--- config.mk ---
export PLATFORM = sky130hd
export DESIGN_NAME = apb_initiator
export DESIGN_NICKNAME = d
export VERILOG_FILES = /design/src/rtl/config_pkg.sv /design/src/rtl/apb_initiator.sv
export SDC_FILE = /design/constraint.sdc
export NUM_CORES = 1
export LEC_CHECK = 0
export ABC_AREA = 1
export CORE_UTILIZATION = 45
export DETAILED_ROUTE_END_ITERATION = 8
export PLACE_DENSITY_LB_ADDON = 0.12
export RECOVER_POWER = 25
export SYNTH_ARGS = -nofsm -noshare
export SYNTH_HDL_FRONTEND = slang
export SYNTH_SLANG_ARGS = --single-unit
--- constraint.sdc ---
create_clock -name PCLK -period 6.4 [get_ports PCLK]
set_input_delay 1.28 -clock PCLK [delete_from_list [all_inputs] [get_ports PCLK]]
set_output_delay 1.28 -clock PCLK [all_outputs]
set_load 0.005 [all_outputs]
--- src/rtl/config_pkg.sv ---
// Shared configuration for the APB initiator.
// XLEN selects the data path width (32 or 64).
package config_pkg;
    localparam int XLEN = 32;
endpackage

--- src/rtl/apb_initiator.sv ---
// APB initiator: turns a valid/ready command into one APB transfer
// and returns the result on a valid/ready response channel.
module apb_initiator
    import config_pkg::*;
#(
    parameter int ADDRW   = 16,
    parameter int TIMEOUT = 255
) (
    input  logic               PCLK,
    input  logic               PRESET,
    input  logic               CmdValid,
    output logic               CmdReady,
    input  logic               CmdWrite,
    input  logic [ADDRW-1:0]   CmdAddr,
    input  logic [XLEN-1:0]    CmdWData,
    input  logic [XLEN/8-1:0]  CmdStrb,
    output logic               RspValid,
    input  logic               RspReady,
    output logic [XLEN-1:0]    RspRData,
    output logic               RspErr,
    output logic               PSEL,
    output logic               PENABLE,
    output logic               PWRITE,
    output logic [ADDRW-1:0]   PADDR,
    output logic [XLEN-1:0]    PWDATA,
    output logic [XLEN/8-1:0]  PSTRB,
    input  logic [XLEN-1:0]    PRDATA,
    input  logic               PREADY,
    input  logic               PSLVERR
);

    localparam int CW = (TIMEOUT < 1) ? 1 : $clog2(TIMEOUT + 1);
    localparam logic [CW-1:0] TMAX = CW'(TIMEOUT);

    localparam logic [1:0] IDLE   = 2'd0;
    localparam logic [1:0] SETUP  = 2'd1;
    localparam logic [1:0] ACCESS = 2'd2;
    localparam logic [1:0] RESP   = 2'd3;

    logic [1:0]        state_q, state_d;
    logic [ADDRW-1:0]  paddr_q, paddr_d;
    logic              pwrite_q, pwrite_d;
    logic [XLEN-1:0]   pwdata_q, pwdata_d;
    logic [XLEN/8-1:0] pstrb_q, pstrb_d;
    logic [XLEN-1:0]   rdata_q, rdata_d;
    logic              err_q, err_d;
    logic [CW-1:0]     wcnt_q, wcnt_d;

    always_comb begin
        state_d  = state_q;
        paddr_d  = paddr_q;
        pwrite_d = pwrite_q;
        pwdata_d = pwdata_q;
        pstrb_d  = pstrb_q;
        rdata_d  = rdata_q;
        err_d    = err_q;
        wcnt_d   = wcnt_q;
        unique case (state_q)
            IDLE: begin
                if (CmdValid) begin
                    paddr_d  = CmdAddr;
                    pwrite_d = CmdWrite;
                    pwdata_d = CmdWData;
                    pstrb_d  = CmdWrite ? CmdStrb : '0;
                    wcnt_d   = '0;
                    state_d  = SETUP;
                end
            end
            SETUP: state_d = ACCESS;
            ACCESS: begin
                // A ready slave wins over a timeout reached in the same cycle.
                if (PREADY) begin
                    rdata_d = pwrite_q ? '0 : PRDATA;
                    err_d   = PSLVERR;
                    state_d = RESP;
                end else if ((TIMEOUT > 0) && (wcnt_q == TMAX)) begin
                    rdata_d = '0;
                    err_d   = 1'b1;
                    state_d = RESP;
                end else if (wcnt_q != '1) begin
                    wcnt_d = wcnt_q + 1'b1;
                end
            end
            RESP: begin
                if (RspReady) state_d = IDLE;
            end
            default: state_d = IDLE;
        endcase
    end

    always_ff @(posedge PCLK or posedge PRESET) begin
        if (PRESET) begin
            state_q  <= IDLE;
            paddr_q  <= '0;
            pwrite_q <= 1'b0;
            pwdata_q <= '0;
            pstrb_q  <= '0;
            rdata_q  <= '0;
            err_q    <= 1'b0;
            wcnt_q   <= '0;
        end else begin
            state_q  <= state_d;
            paddr_q  <= paddr_d;
            pwrite_q <= pwrite_d;
            pwdata_q <= pwdata_d;
            pstrb_q  <= pstrb_d;
            rdata_q  <= rdata_d;
            err_q    <= err_d;
            wcnt_q   <= wcnt_d;
        end
    end

    assign CmdReady = (state_q == IDLE) & ~PRESET;
    assign PSEL     = (state_q == SETUP) | (state_q == ACCESS);
    assign PENABLE  = (state_q == ACCESS);
    assign PWRITE   = pwrite_q;
    assign PADDR    = paddr_q;
    assign PWDATA   = pwdata_q;
    assign PSTRB    = pstrb_q;
    assign RspValid = (state_q == RESP);
    assign RspRData = rdata_q;
    assign RspErr   = err_q;

endmodule
### After elaboration in Yosys (flattened, before gate mapping)

Cells that the tools add are included.

* register bits: 96
* bits of input ports: 91

* $add $sub $neg: 1
* eq/ne operators: 11
* muxes and demuxes: 16
* bitwise logic cells: 3
* reduce and logical (&&, ||, !) cells: 7

Operators by type and width (number)
* two-way mux 32 bit: 3
* two-way mux 8 bit: 4
* case mux 8 bit (2 select lines): 1
* adder 8 x 1 -> 8 bit (second input constant): 1
* equality test 8 bit (second input constant): 1
* two-way mux 2 bit: 4
* inequality test 8 bit (second input constant): 1
* case mux 2 bit (4 select lines): 1
* inequality test 2 bit (second input constant): 3
* AND reduction 5 bit: 1
* equality test 2 bit (second input constant): 2
* two-way mux 4 bit: 1
* inequality test 2 x 1 -> 1 bit (second input constant): 2
* AND reduction 2 bit: 2
* nonzero test 2 bit: 2
* inequality test 3 x 1 -> 1 bit (second input constant): 1
* AND reduction 3 bit: 1
* equality test 2 x 1 -> 1 bit (second input constant): 1
* logical NOT 2 bit: 1
* two-way mux 1 bit: 2
* AND 1 bit: 1
* NOT 1 bit: 1
* OR 1 bit: 1

### Depth between registers and ports, before layout

* word-level depth: 5
* depth in mapped cells: 9
* gate-level depth less buffers: 8

### Worst setup path before layout

OpenSTA, ideal clock, no wires.

* path kind: input -> output
* start: in PRESET
* end: out CmdReady
* arrival: 1.386 ns
* data required time: 5.120 ns
* path slack: 3.734 ns
* stages: 1
* buffers on the path: 0
* cell sequence: nor2_1

* word-level cells in the longest chain between the ends: 2

Ends and longest elaborated chain
* start, declared: line apb_initiator.sv:10 `input logic PRESET,`
* NOT 1 bit: line apb_initiator.sv:113 `assign CmdReady = (state_q == IDLE) & ~PRESET;`
* AND 1 bit: line apb_initiator.sv:113
* end, declared: line apb_initiator.sv:12 `output logic CmdReady,`

No other way between the ends.

### Worst setup path after layout

Ends and elaborated chain as after synthesis.

==> impl_metrics.env <==
export IMPL_ir_drop_v=0.000198
export IMPL_drc=0
export IMPL_antenna_found_initial=0
export IMPL_worstMarginPinSlew_ns=2.00
export IMPL_async_flop_share=1.00
export IMPL_yosysTopAreaCell="dfrtp_1"
export IMPL_overflow=0
export IMPL_core_region_area_mm2=0.00872
export IMPL_finalMaxSlewViolations=47
export IMPL_grt_pass1_wl_um=17900
export IMPL_n_fill_cell=710
export IMPL_cts_root_buf="clkbuf_8"
export IMPL_instances_no_fill=754
export IMPL_detail_route_wl_per_cell_um=14.2
export IMPL_n_antenna_cell=0
export IMPL_ant_nets=0
export IMPL_cts_hold_buf=0
export IMPL_max_freq_ghz=0.267
export IMPL_rows=34
export IMPL_track_usage=0.235
export IMPL_cp_slowest_cell="dlygate4sd3_1"
export IMPL_dpl_hpwl_um=7500
export IMPL_cts_sinks=96
export IMPL_run_status="complete, but fails checks"
export IMPL_totalNegativeSetupSlack_ns=0
export IMPL_yosys_area_top_type_share=0.593
export IMPL_grt_pass1_vias=3752
export IMPL_power_density_mw_per_mm2=413
export IMPL_placed_cells=738
export IMPL_synthTopCellsByArea="dfrtp_1 59%, nand2_1 20%, nand3_1 8.8%"
export IMPL_p_seq_frac=0.398
export IMPL_first_pass_iters=4
export IMPL_fin_crit_sh=0.585
export IMPL_vias=3703
export IMPL_ioPinCount=181
export IMPL_hp_class="flop to flop"
export IMPL_cts_max_level=3
export IMPL_drt_iter0_markers=150
export IMPL_maxCapViolations=1
export IMPL_power_leakage_nw=2.97
export IMPL_comb_power_share=0.444
export IMPL_finalWirelength_um=10700
export IMPL_clkTransAtPathRegs_ns=0.09
export IMPL_slew_headroom=-0.340
export IMPL_cts_tree="built"
export IMPL_gp_congestion=0.800
export IMPL_io_buffers=180
export IMPL_numCtsBuffers=9
export IMPL_grt_start_max_net_pins=59
export IMPL_synth_seq_area_share=0.593
export IMPL_cp_cell_sequence="dlygate4sd3_1 -> nor2_1 -> clkdlybuf4s50_1"
export IMPL_slowest_delay_ns=0.57
export IMPL_via_per_inst=4.91
export IMPL_synth_seq_cells=96
export IMPL_post_cts_resized=0
export IMPL_path_max_fanout=2
export IMPL_rsz0062_at_grt="false"
export IMPL_nNetsFinal=737
export IMPL_cp_start_kind="input pin"
export IMPL_layout_drive_gt1_share=0.0449
export IMPL_p_total_w=0.00252
export IMPL_p_int_w=0.00168
export IMPL_clkPwrFrac=0.158
export IMPL_netSwitchingFraction=0.334
export IMPL_yosys_warnings=0
export IMPL_clock_path_buffers=2
export IMPL_die_area_mm2=0.00938
export IMPL_synth_nets=566
export IMPL_min_period_ns=3.74
export IMPL_post_cts_buffers=0
export IMPL_syn_area_per_cell_um2=8.61
export IMPL_die_width_um=96.9
export IMPL_critPathArrivalTime_ns=2.46
export IMPL_ys_flop_type="dfrtp_1"
export IMPL_switchingPower_w=0.000841
export IMPL_dieHeight_um=96.9
export IMPL_cp_end_kind="output pin"
export IMPL_start_util=0.464
export IMPL_finalHoldViolCount=0
export IMPL_synth_most_common_cell="nand2_1"
export IMPL_synth_distinct_cells=22
export IMPL_worst_ep_required_time_ns=5.12
export IMPL_setup_viol=0
export IMPL_netlist_instances=470
export IMPL_syn2layout_area_growth_pct=50.4
export IMPL_violations="max-capacitance violations, max-slew violations"
export IMPL_synth_edf_count=0
export IMPL_syn_area_mm2=0.00405
export IMPL_synthTopCellsByCount="220 x nand2_1, 96 x dfrtp_1, 71 x nand3_1, 14 x inv_1, 14 x o21ai_0"
export IMPL_clk_insertion_delay_late_ns=0.35
export IMPL_skew_ns=0.0111
export IMPL_criticalPathCategory="input pin to output pin"
==> cell families after synthesis <==
family,count (synthesis),share of synthesized area
adder cells (fa/ha/maj),5,0.0155
buffers and inverters,39,0.0457
flip-flops,96,0.593
AND/OR/NAND/NOR,314,0.325
AO/OA/AOI/OAI,16,0.0204
==> per-stage QoR <==
| step | setup WS (ns) | hold WS (ns) | util | cell area, um2 |
|---|---|---|---|---|
| 5_1_grt | 2.61 | 0.500 | 0.698 | 6090 |
| 6_report | 2.66 | 0.481 | 0.698 | 6090 |
| 2_1_floorplan | 2.61 | 0.470 | - | 4050 |
| 4_1_cts | 2.74 | 0.486 | 0.699 | 6100 |
| 3_5_place_dp | 2.75 | 0.464 | 0.676 | 5900 |
| 3_3_place_gp | 2.75 | 0.461 | 0.676 | 5900 |
==> cell type report <==
cell class                 count  area, um2  area share
tap                          108        135      0.0222
multi-input combinational    335       1460       0.240
inverter                      14       53.8     0.00884
clock inverter                 5       56.3     0.00925
sequential                    96       2400       0.394
clock buffer                  11        141      0.0232
timing repair buffer         185       1840       0.302
==> path summary, 6_finish.rpt <==
path                            startpoint     endpoint  slack, ns  cells after the start
worst max-delay path                PRESET     CmdReady       2.66                      3
worst min-delay path            PWDATA[24]   PWDATA[24]       0.48                      2
worst max register to register  state_q[1]   PWDATA[28]       4.12                      8
worst min register to register  PWDATA[24]   PWDATA[24]       0.48                      2
max in group asynchronous           PRESET       RspErr       3.07                      3
min in group asynchronous           PRESET  RspRData[4]       1.92                      2
==> cell usage in the layout, fill, tap and decap left out, types with 2 or more instances in the layout <==
| cell | instances |
|---|---|
| dfrtp_1 | 96 |
| buf_4 | 5 |
| inv_1 | 13 |
| nor2_2 | 2 |
| clkbuf_8 | 10 |
| nor2_1 | 12 |
| o21ai_0 | 14 |
| nand4_1 | 2 |
| ha_1 | 5 |
| clkinv_2 | 2 |
| nand2_1 | 219 |
| nand2_2 | 2 |
| nand3_1 | 72 |
| clkdlybuf4s50_1 | 167 |
| dlygate4sd3_1 | 13 |
==> critical path: cells and delay by family <==
kind / cells / cell delay [ns]
buf+inv: 2 / 1.07
simple gates: 1 / 0.11
==> state kept, by name (all words and copies together) (netlist names) <==
register	count
PADDR	16
PSTRB	4
PWDATA	32
PWRITE	1
RspErr	1
RspRData	32
state_q	2
wcnt_q	8
==> per-layer routing <==
metal	track usage	part of all wire
met3	0.0744	0.082
met5	0	0
met1	0.295	0.41
met2	0.388	0.49
met4	0.0712	0.012
==> power by group through the flow <==
| stage | Clock (W) | Combinational (W) | Sequential (W) |
|---|---|---|---|
| after detailed placement | 0 | 0.00114 | 0.00101 |
| final | 0.000398 | 0.00112 | 0.00100 |
| after floorplan | 0 | 0.000453 | 0.00102 |
| after CTS | 0.000408 | 0.00115 | 0.00100 |
| after global placement | 0 | 0.00112 | 0.000998 |
| after global routing | 0.000431 | 0.00124 | 0.00103 |
Power figures use the tool's default switching activity.
